===== src/rtl/mem_seq_pkg.sv =====
// Shared types and constants for the vector data-memory sequencer.
// Beat and lane arithmetic helpers are kept here so the top and the lane buffer agree.
package mem_seq_pkg;

  localparam int WORD_W    = 32;
  localparam int VEC_BEATS = 4;
  localparam int VEC_W     = WORD_W * VEC_BEATS;

  // Beat counter width and byte-address bit positions used for lane selection.
  localparam int CNT_W          = 2;
  localparam int WORD_BYTE_BITS = 2;
  localparam int VEC_ALIGN_BITS = 4;
  localparam int BUF_LANES      = VEC_BEATS - 1;

  localparam logic [CNT_W-1:0] LAST_BEAT = CNT_W'(VEC_BEATS - 1);

  typedef enum logic {
    IDLE  = 1'b0,
    BURST = 1'b1
  } seqState_t;

endpackage


===== src/rtl/vec_lane_buffer.sv =====
// Capture register for the leading lanes of a vector load; the final lane
// bypasses this buffer and comes straight from the memory read port.
module vec_lane_buffer
  import mem_seq_pkg::*;
#(
  parameter int LANE_W = WORD_W,
  parameter int LANES  = BUF_LANES,
  parameter int IDX_W  = CNT_W
) (
  input  logic                         clk,
  input  logic                         rst,
  input  logic                         we,
  input  logic [IDX_W-1:0]             idx,
  input  logic [LANE_W-1:0]            wData,
  output logic [LANES-1:0][LANE_W-1:0] lanes
);

  // NOTE: sequential state uses non-blocking assignments so every register samples
  // pre-edge values. The lanes are reset (unlike a RAM) so an abandoned burst
  // can never leak stale data into a later result.
  always_ff @(posedge clk or posedge rst) begin
    if (rst) begin
      lanes <= '0;
    end else begin
      for (int i = 0; i < LANES; i++) begin
        if (we && (idx == IDX_W'(i))) lanes[i] <= wData;
      end
    end
  end

endmodule


===== src/rtl/vector_mem_sequencer.sv =====
// MEM-stage data access sequencer: scalar accesses complete in one cycle, vector
// accesses are split into one word beat per cycle while the pipeline is stalled.
module vector_mem_sequencer #(
  parameter int WORD_W    = mem_seq_pkg::WORD_W,
  parameter int VEC_BEATS = mem_seq_pkg::VEC_BEATS
) (
  input  logic                          clk,
  input  logic                          rst,
  input  logic                          MemReqM,
  input  logic                          MemWriteM,
  input  logic                          VecM,
  input  logic [31:0]                   AddrM,
  input  logic [WORD_W-1:0]             WDataM,
  input  logic [WORD_W*VEC_BEATS-1:0]   WDataVM,
  input  logic [WORD_W-1:0]             MemRData,
  output logic [31:0]                   MemAddr,
  output logic                          MemWE,
  output logic [WORD_W-1:0]             MemWData,
  output logic [WORD_W-1:0]             RDataM,
  output logic [WORD_W*VEC_BEATS-1:0]   RDataVM,
  output logic                          BusyDA,
  output logic                          DoneDA,
  output logic                          AlignErr
);

  import mem_seq_pkg::*;

  localparam int LANES = VEC_BEATS - 1;

  seqState_t                          state, nextState;
  logic [CNT_W-1:0]                   cnt, nextCnt;
  logic [31:0]                        baseAddr;
  logic                               wrFlag;
  logic [VEC_BEATS-1:0][WORD_W-1:0]   wDataLat;
  logic [WORD_W*VEC_BEATS-1:0]        vecOut;
  logic [LANES-1:0][WORD_W-1:0]       lanes;

  logic             reqLive;
  logic             startVec;
  logic             lastBeat;
  logic             bufWe;
  logic [CNT_W-1:0] bufIdx;
  logic [31:0]      vecBase;

  // Reset also masks the request so no strobe can escape while rst is high.
  assign reqLive = MemReqM && !rst;
  assign vecBase = {AddrM[31:VEC_ALIGN_BITS], {VEC_ALIGN_BITS{1'b0}}};
  assign RDataM  = MemRData;

  // NOTE: every output and next-state value gets a default before the case, so
  // no path through this block can infer a latch.
  always_comb begin
    nextState = state;
    nextCnt   = cnt;
    MemAddr   = {AddrM[31:WORD_BYTE_BITS], {WORD_BYTE_BITS{1'b0}}};
    MemWE     = 1'b0;
    MemWData  = WDataM;
    BusyDA    = 1'b0;
    DoneDA    = 1'b0;
    AlignErr  = 1'b0;
    startVec  = 1'b0;
    lastBeat  = 1'b0;
    bufWe     = 1'b0;
    bufIdx    = cnt;

    unique case (state)
      IDLE: begin
        if (reqLive && VecM) begin
          // Beat 0 is issued straight from the inputs while the rest are latched.
          MemAddr   = vecBase;
          MemWE     = MemWriteM;
          MemWData  = WDataVM[WORD_W-1:0];
          BusyDA    = 1'b1;
          AlignErr  = (AddrM[VEC_ALIGN_BITS-1:0] != '0);
          startVec  = 1'b1;
          bufWe     = !MemWriteM;
          bufIdx    = '0;
          nextState = BURST;
          nextCnt   = CNT_W'(1);
        end else if (reqLive) begin
          MemWE  = MemWriteM;
          DoneDA = 1'b1;
        end
      end
      BURST: begin
        MemAddr  = baseAddr + 32'({cnt, {WORD_BYTE_BITS{1'b0}}});
        MemWE    = wrFlag;
        MemWData = wDataLat[cnt];
        if (cnt == LAST_BEAT) begin
          DoneDA    = 1'b1;
          lastBeat  = 1'b1;
          nextState = IDLE;
          nextCnt   = '0;
        end else begin
          BusyDA  = 1'b1;
          bufWe   = !wrFlag;
          nextCnt = cnt + CNT_W'(1);
        end
      end
    endcase
  end

  always_ff @(posedge clk or posedge rst) begin
    if (rst) begin
      state <= IDLE;
      cnt   <= '0;
    end else begin
      state <= nextState;
      cnt   <= nextCnt;
    end
  end

  always_ff @(posedge clk or posedge rst) begin
    if (rst) begin
      baseAddr <= '0;
      wrFlag   <= 1'b0;
      wDataLat <= '0;
      vecOut   <= '0;
    end else begin
      if (startVec) begin
        baseAddr <= vecBase;
        wrFlag   <= MemWriteM;
        wDataLat <= WDataVM;
      end
      if (lastBeat && !wrFlag) vecOut <= {MemRData, lanes};
    end
  end

  // The final lane is forwarded combinationally so the result appears on the done cycle.
  assign RDataVM = (lastBeat && !wrFlag) ? {MemRData, lanes} : vecOut;

  vec_lane_buffer #(
    .LANE_W (WORD_W),
    .LANES  (LANES),
    .IDX_W  (CNT_W)
  ) u_laneBuf (
    .clk   (clk),
    .rst   (rst),
    .we    (bufWe),
    .idx   (bufIdx),
    .wData (MemRData),
    .lanes (lanes)
  );

endmodule


===== config.mk =====
export PLATFORM = sky130hd
export DESIGN_NAME = vector_mem_sequencer
export DESIGN_NICKNAME = d
export VERILOG_FILES = /design/src/rtl/mem_seq_pkg.sv /design/src/rtl/vec_lane_buffer.sv /design/src/rtl/vector_mem_sequencer.sv
export SDC_FILE = /design/constraint.sdc
export NUM_CORES = 1
export LEC_CHECK = 0
export CAP_MARGIN = 20
export CORE_AREA = 2 2 196 198
export DETAILED_ROUTE_END_ITERATION = 6
export DIE_AREA = 0 0 198 200
export HOLD_SLACK_MARGIN = 0.12
export MAX_ROUTING_LAYER = met4
export PLACE_DENSITY = 0.77
export SYNTH_ARGS = -nofsm -noshare
export SYNTH_HDL_FRONTEND = slang
export SYNTH_SLANG_ARGS = --single-unit

===== constraint.sdc =====
create_clock -name clk -period 13.4 [get_ports clk]
set_input_delay 3.35 -clock clk [delete_from_list [all_inputs] [get_ports clk]]
set_output_delay 3.35 -clock clk [all_outputs]
set_load 0.005 [all_outputs]

Word-level counts from Yosys, hierarchy flattened

Index checks and enable logic that the tools add are counted.

Flip-flop bits (word level): 384
Memories kept: 0
Bits in writable memories: 0
Bits in latches: 0
Input port bits: 229
Memory bits (read-only): 0
Logic and storage cells: 60
Output and inout bits: 228

Eq/ne operators: 4
Shifts and indexed selects: 0
Multiplexer cells: 29
Reduce and logical (&&, ||, !) cells: 11
Bitwise operators: 1
Add/sub/neg operators: 2
Div/mod/pow operators: 0
Multiply operators: 0
Order comparisons: 1

Operators with widths:

| operator              | count |
|---|---|
| $mux W128             | 1 |
| $pmux W32 S2          | 2 |
| $bmux W32 S2          | 1 |
| $mux W32              | 2 |
| $add A32 B4 Y32       | 1 |
| $mux W1               | 13 |
| $mux W2               | 4 |
| $pmux W1 S2           | 4 |
| $logic_and A1 B1 Y1   | 6 |
| $eq A2 B2 Y1 const B  | 2 |
| $mux W4               | 1 |
| $pmux W2 S2           | 1 |
| $reduce_bool A4 Y1    | 1 |
| $logic_not A1 Y1      | 3 |
| $lt A2 B3 Y1 const B  | 1 |
| $add A2 B1 Y2 const B | 1 |
| $eq A2 B1 Y1 const B  | 1 |
| $logic_not A2 Y1      | 1 |
| $ne A2 B2 Y1 const B  | 1 |
| $not A1 Y1            | 1 |

Depth between registers and ports, before layout

Gate-level depths: netlist of run 1.

Word-level depth: 7
Gate-level depth with buffers: 7
Depth with buffers taken out: 5

Hierarchy

From an unflattened synthesis of run 1, not the netlist that was laid out.

Cells, all modules: 1051
Area, all modules: 16284.4 um^2

Modules (own cells, without submodules):

| module               | cells an instance | area each (um^2) | instances | seq. area each (um^2) |
|---|---|---|---|---|
| vector_mem_sequencer | 846               | 12654.6          | 1         | 7206.9 |
| vec_lane_buffer      | 205               | 3629.7           | 1         | 2402.3 |

Worst setup path before layout of run 1

No wires, ideal clock.

Kind: input to output
Start: input port MemReqM
End: output port MemWData[28]
Data arrival time: 4.448 ns
Stages: 6
Buffers on the path: 2
Setup slack: 5.602 ns
Required time: 10.050 ns
Cell sequence: nor2b_1 -> and3b_1 -> clkbuf_1 -> clkbuf_1 -> a222oi_1 -> inv_1

Cells in the longest elaborated chain, start to end: 4

Ends and longest elaborated chain:

| item                | line                       | text |
|---|---|---|
| start, declared     | vector_mem_sequencer.sv:9  | `input logic MemReqM,` |
| $logic_and A1 B1 Y1 | vector_mem_sequencer.sv:46 | `assign reqLive = MemReqM && !rst;` |
| $logic_and A1 B1 Y1 | vector_mem_sequencer.sv:68 | `if (reqLive && VecM) begin` |
| $mux W32            | vector_mem_sequencer.sv:68 |  |
| $pmux W32 S2        | vector_mem_sequencer.sv:66 | `unique case (state)` |
| end, declared       | vector_mem_sequencer.sv:18 | `output logic [WORD_W-1:0] MemWData,` |

Every way passes these cells.

Worst setup path after layout of run 1

Ends and elaborated chain as after synthesis.

==> results of run 1 <==
-- power by group --
group	internal [uW]	switching (uW)	leakage [uW]
Sequential	1750	274	0.00467
Combinational	1410	913	0.00497
Clock	635	458	0.000652
Total	3800	1640	0.0103
-- worst max-delay path: cells and delay by family --
kind,cells,cell delay [ps]
buffers and inverters,4,1660
and+or+nand+nor,2,970
AOI/OAI and AO/OA,1,260
-- flip-flops by register name, summed over array words and instances, names as in the netlist --
signal	count
wDataLat	128
baseAddr	28
cnt	2
state	1
vecOut	128
u_laneBuf.lanes	96
wrFlag	1
-- per-layer routing --
layer  GRT usage  wire length (um)  vias to the layer above
met5           -                 0                        -
met4      0.0816              1250                        0
met3      0.0563              3540                       73
met2       0.379             21500                      416
met1       0.268             17100                     5751
li1            -                 -                     5265
-- synthesized netlist by cell type, types with 4 or more instances --
cell      count
buf_1         4
mux2_4       30
mux4_2       32
buf_4        34
mux2_1        7
a222oi_1     32
dfrtp_1     384
nand2_1     478
clkbuf_1     53
mux2_2      215
inv_1        33
buf_2        20
-- path summary, 6_finish.rpt --
check | slack (ps) | startpoint | endpoint | depth (start not counted)
worst max-delay path | 3660 | MemReqM | MemWData[28] | 7
worst min-delay path | 470 | wDataLat[75] | wDataLat[75] | 2
worst max register to register | 9750 | state | u_laneBuf.lanes[1] | 5
worst min register to register | 470 | wDataLat[75] | wDataLat[75] | 2
max in group asynchronous | 7720 | rst | u_laneBuf.lanes[7] | 4
min in group asynchronous | 3360 | rst | cnt[1] | 2
-- layout make-up --
cell class | count | area, sq um
Fill cell | 2930 | 15100
Sequential cell | 384 | 9610
Multi-Input combinational cell | 815 | 5980
Timing Repair Buffer | 466 | 4680
Clock buffer | 55 | 1180
Tap cell | 511 | 639
Inverter | 33 | 128
Clock inverter | 16 | 115
Antenna cell | 1 | 2.50
-- logic make-up after synthesis --
logic type,synth area share
AOI/OAI and AO/OA,0.0225
buffers and inverters,0.0475
other,0.000230
and+or+nand+nor,0.115
DFF,0.589
muxes,0.226
adders and majority gates,0.000767
-- metrics by stage --
step | util | instance area [sq um]
2_1_floorplan | - | 16300
3_3_place_gp | 0.562 | 21000
3_5_place_dp | 0.562 | 21000
4_1_cts | 0.596 | 22300
5_1_grt | 0.597 | 22300
6_report | 0.597 | 22300
==> results.py, run 1 <==
metrics = {
    "placed_design": {
        "hpwl_mm": 29.3,
        "placedCellCount": 2208,
        "gp_congestion": 0.850,
        "dp_worst_setup_slack_ps": 3710,
        "io_buffers": 454,
    },
    "timing": {
        "rsz0062_at_grt": "no",
        "slew_headroom": 0.198,
        "finalWorstSetupSlack_ps": 3660,
        "finalHoldViolCount": 0,
        "fin_worst_hold_slack_ps": 467,
        "setup_viol": 0,
        "fin_skew_ps": 7.93,
        "drv_slew": 0,
        "fin_crit_sh": 0.727,
        "finalWorstPathRequiredPeriod_ps": 9740,
        "worstMarginPinSlew_ps": 1200,
        "tns_ps": 0,
        "fmax_mhz": 103,
    },
    "clock_tree": {
        "ctsHoldBuffers": 0,
        "cts.sinks": 384,
        "clock_path_buffers": 3,
        "cts_tree": "built",
        "cts_buffers": 41,
        "clk_latency_ps": 550,
        "postCtsSetupBuffers": 0,
        "cts_root_buf": "clkbuf_16",
        "htree_levels": 2,
        "cts.repair.resized": 0,
        "cts.clk_slew.worst_paths_ps": 60,
    },
    "detailed_routing": {
        "antenna_left": 0,
        "postRouteWirelength_mm": 43.4,
        "avgRoutedWirePerCell_um": 19.0,
        "num_vias": 11505,
        "drc": 0,
        "vias_per_cell": 5.04,
        "dr.first_iter.drc_count": 696,
        "drtPass1Iterations": 6,
    },
    "synthesis": {
        "seq_area_frac_synth": 0.589,
        "async_flop_share": 1.00,
        "ys.flop_type": "dfrtp_1",
        "synth_top_area_frac": 0.589,
        "ys_top_cells_by_area": "dfrtp_1, mux2_2, nand2_1",
        "post_synth_inst_count": 1347,
        "synth_area_sq_mm": 0.0163,
        "yosysUniqueCellTypes": 29,
        "synth_edf_count": 0,
        "synth-seq-cells": 384,
        "yosysWarnings": 0,
        "yosysTopAreaCell": "dfrtp_1",
        "synth.avg_cell_area_sq_um": 12.1,
    },
    "global_routing": {
        "grt_overflow": 0,
        "grt_max_degree": 195,
        "antenna_found_initial": 1,
        "grt_first_pass_wirelength_mm": 67.1,
        "grt_pass1_vias": 12148,
        "track_usage": 0.227,
    },
    "floorplan": {
        "die_w_um": 198,
        "ios": 457,
        "dieArea_sq_mm": 0.0396,
        "initial_core_util": 0.436,
        "core.rowCount": 71,
        "coreArea_sq_mm": 0.0374,
        "die_height_um": 200,
    },
    "critical_path": {
        "crit_chain": "clkdlybuf4s50_1 > nor2b_1 > and3b_4 > buf_12 > a222oi_1 > inv_1 > clkdlybuf4s50_1",
        "worstPathRequired_ps": 10050,
        "worstSetupEndpointType": "primary output",
        "cp_slowest_stage_delay_ps": 590,
        "cp_max_fo": 151,
        "arrival_ps": 6390,
        "startpoint_type": "input pin",
        "slowest_stage": "and3b_4",
        "crit_type": "in -> out",
        "cpMostUsedCell": "clkdlybuf4s50_1",
    },
    "layout": {
        "syn2layout_area_growth_pct": 36.9,
        "nNetsFinal": 1971,
        "drive_gt1_frac": 0.207,
        "layout_common_cells": "nand2_1, clkdlybuf4s50_1, dfrtp_1",
        "final_common_cell": "nand2_1",
        "final-instance-count-excl-fill": 2281,
    },
    "flow_run": {
        "cap_violations": 0,
    },
    "outcome": {
        "status": "complete, no violations",
    },
    "hold_path": {
        "hp-class": "reg -> reg",
    },
    "power": {
        "vdd_drop_max_mv": 0.194,
        "power_density_mw_per_mm2": 244,
        "fin_total_pwr_uw": 5440,
        "p_leak_uw": 0.0103,
    },
}
Note: power is estimated with default switching activity, not from simulation.
==> run 2, diff against run 1 <==
- clock period: 13.4 -> 7.9 ns (I/O delays scaled with it)
==> run 2 against run 1 <==
  * Final cell count grew 0.22%
  * Clock-buffer cell count grew 2
  * Worst hold slack gained 1.5 ps
  * Critical endpoint unchanged
  * Non-clock buffer count grew 2
  * Total power grew 74%
  * Combinational power grew 67%
  * Global-route usage shrank 0.11 points
  * Final area grew 0.97%
  * Sequential share of layout area shrank 0.41 points
==> results.py, run 2 (synthesis gave the netlist of run 1 again) <==
metrics = {
    "clock_tree": {
        "clk_latency_ps": 550,
        "cts.repair.resized": 0,
        "clock_path_buffers": 3,
        "ctsHoldBuffers": 0,
        "postCtsSetupBuffers": 0,
        "cts.sinks": 384,
        "cts_root_buf": "clkbuf_16",
        "cts_buffers": 41,
        "cts_tree": "built",
        "cts.clk_slew.worst_paths_ps": 60,
        "htree_levels": 2,
    },
    "detailed_routing": {
        "antenna_left": 0,
        "dr.first_iter.drc_count": 719,
        "vias_per_cell": 5.00,
        "num_vias": 11440,
        "drc": 0,
        "avgRoutedWirePerCell_um": 19.0,
        "drtPass1Iterations": 5,
        "postRouteWirelength_mm": 43.4,
    },
    "layout": {
        "top_regs": "vecOut x128, wDataLat x128, u_laneBuf.lanes x96",
        "drive_gt1_frac": 0.209,
        "final_common_cell": "nand2_1",
        "syn2layout_area_growth_pct": 38.2,
        "final_util": 0.603,
        "nNetsFinal": 1973,
        "layout_common_cells": "nand2_1, clkdlybuf4s50_1, dfrtp_1",
        "design_area_sq_mm": 0.0226,
    },
    "hold_path": {
        "whs_path_depth": 2,
        "hp-class": "reg -> reg",
        "worstHoldStart": "wDataLat[127]",
        "hold_path_end": "wDataLat[127]",
    },
    "power": {
        "power_switching_share": 0.294,
        "fin_total_pwr_uw": 9460,
        "vdd_drop_max_mv": 0.219,
        "switchingPower_uw": 2780,
        "combPwrFrac": 0.413,
        "seq_power_share": 0.366,
        "power_density_mw_per_mm2": 419,
        "p_leak_uw": 0.0104,
        "intPower_uw": 6680,
        "pwr-share-clk": 0.222,
    },
    "outcome": {
        "status": "complete, no violations",
    },
    "placed_design": {
        "gp_congestion": 0.871,
        "dpl_cell_area_sq_mm": 0.0211,
        "io_buffers": 454,
        "hpwl_mm": 29.6,
    },
    "critical_path": {
        "arrival_ps": 4780,
        "r2r-end": "u_laneBuf.lanes[9]",
        "worstSetupEndpointType": "primary output",
        "timing.rr.start": "state",
        "startpoint_type": "input pin",
        "cp_max_fo": 68,
        "reg2reg_depth": 5,
        "crit_type": "in -> out",
        "slowest_stage": "and3b_4",
        "cpMostUsedCell": "clkdlybuf4s50_1",
        "cp_slowest_stage_delay_ps": 600,
        "worstPathRequired_ps": 5930,
        "crit_chain": "clkdlybuf4s50_1 > nor2b_1 > and3b_4 > buf_12 > a222oi_1 > inv_1 > clkdlybuf4s50_1",
        "regToRegSetupSlack_ps": 4550,
    },
    "global_routing": {
        "antenna_found_initial": 2,
        "grt_max_degree": 188,
        "grt_first_pass_wirelength_mm": 66.9,
        "grt_overflow": 0,
        "grt_pass1_vias": 12078,
        "track_usage": 0.225,
    },
    "timing": {
        "setup_viol": 0,
        "fmax_mhz": 148,
        "tns_ps": 0,
        "slew_headroom": 0.234,
        "worstMarginPinSlew_ps": 1150,
        "fin_skew_ps": 9.60,
        "drv_slew": 0,
        "finalWorstPathRequiredPeriod_ps": 6750,
        "finalHoldViolCount": 0,
        "rsz0062_at_grt": "no",
        "fin_crit_sh": 0.855,
    },
    "floorplan": {
        "ios": 457,
        "coreArea_sq_mm": 0.0374,
        "die_w_um": 198,
        "initial_core_util": 0.436,
        "die_height_um": 200,
        "dieArea_sq_mm": 0.0396,
        "core.rowCount": 71,
    },
    "flow_run": {
        "cap_violations": 0,
    },
}
## run 2: how the worst max path moves through the flow
stage | cells after the start | start | endpoint | slack [ps]
after floorplan | 1 | rst | baseAddr[10] | 760
after global placement | 7 | rst | MemWData[24] | 1220
after detailed placement | 7 | rst | MemWData[28] | 1140
after CTS | 7 | rst | MemWData[28] | 1130
after global routing | 7 | rst | MemWData[27] | 980
final | 7 | rst | MemWData[28] | 1150
## run 2: final cells by class
class                   instances  area [sq um]
inverters                      33           128
multi-input cells             815          5980
clock buffers                  57          1230
clock inverters                16           259
flip-flops and latches        384          9610
fillers                      2963         14800
diodes                          2          5.00
well taps                     511           639
repair buffers                468          4700
## run 2: metal layers
metal  global-route usage  wire length [um]  share of wire  vias up
li1                     -                 -              -     5259
met1                0.271             17500           0.40     5686
met2                0.368             21200           0.49      429
met3               0.0598              3550          0.082       66
met4               0.0813              1140          0.026        0
met5                    -                 0              0        -
## run 2: through the flow
step | instances | setup WS, ps | hold slack [ps]
2_1_floorplan | 1348 | 763 | 440
3_3_place_gp | 2211 | 1220 | 452
3_5_place_dp | 2211 | 1140 | 458
4_1_cts | 2284 | 1130 | 472
5_1_grt | 2286 | 976 | 488
6_report | 2286 | 1150 | 469
## run 2: critical path: cells and delay by family
kind | cells | cell delay (ps)
buf+inv | 4 | 1530
simple gates | 2 | 1020
compound gates | 1 | 180
## run 2: power groups by stage
stage / Combinational, uW / Sequential (uW) / Clock (uW)
finish: 3900 / 3460 / 2100
global route: 4240 / 3580 / 2210
CTS: 3960 / 3470 / 2130
detailed placement: 3920 / 3490 / 0
global placement: 3850 / 3430 / 0
floorplan: 2180 / 3270 / 0
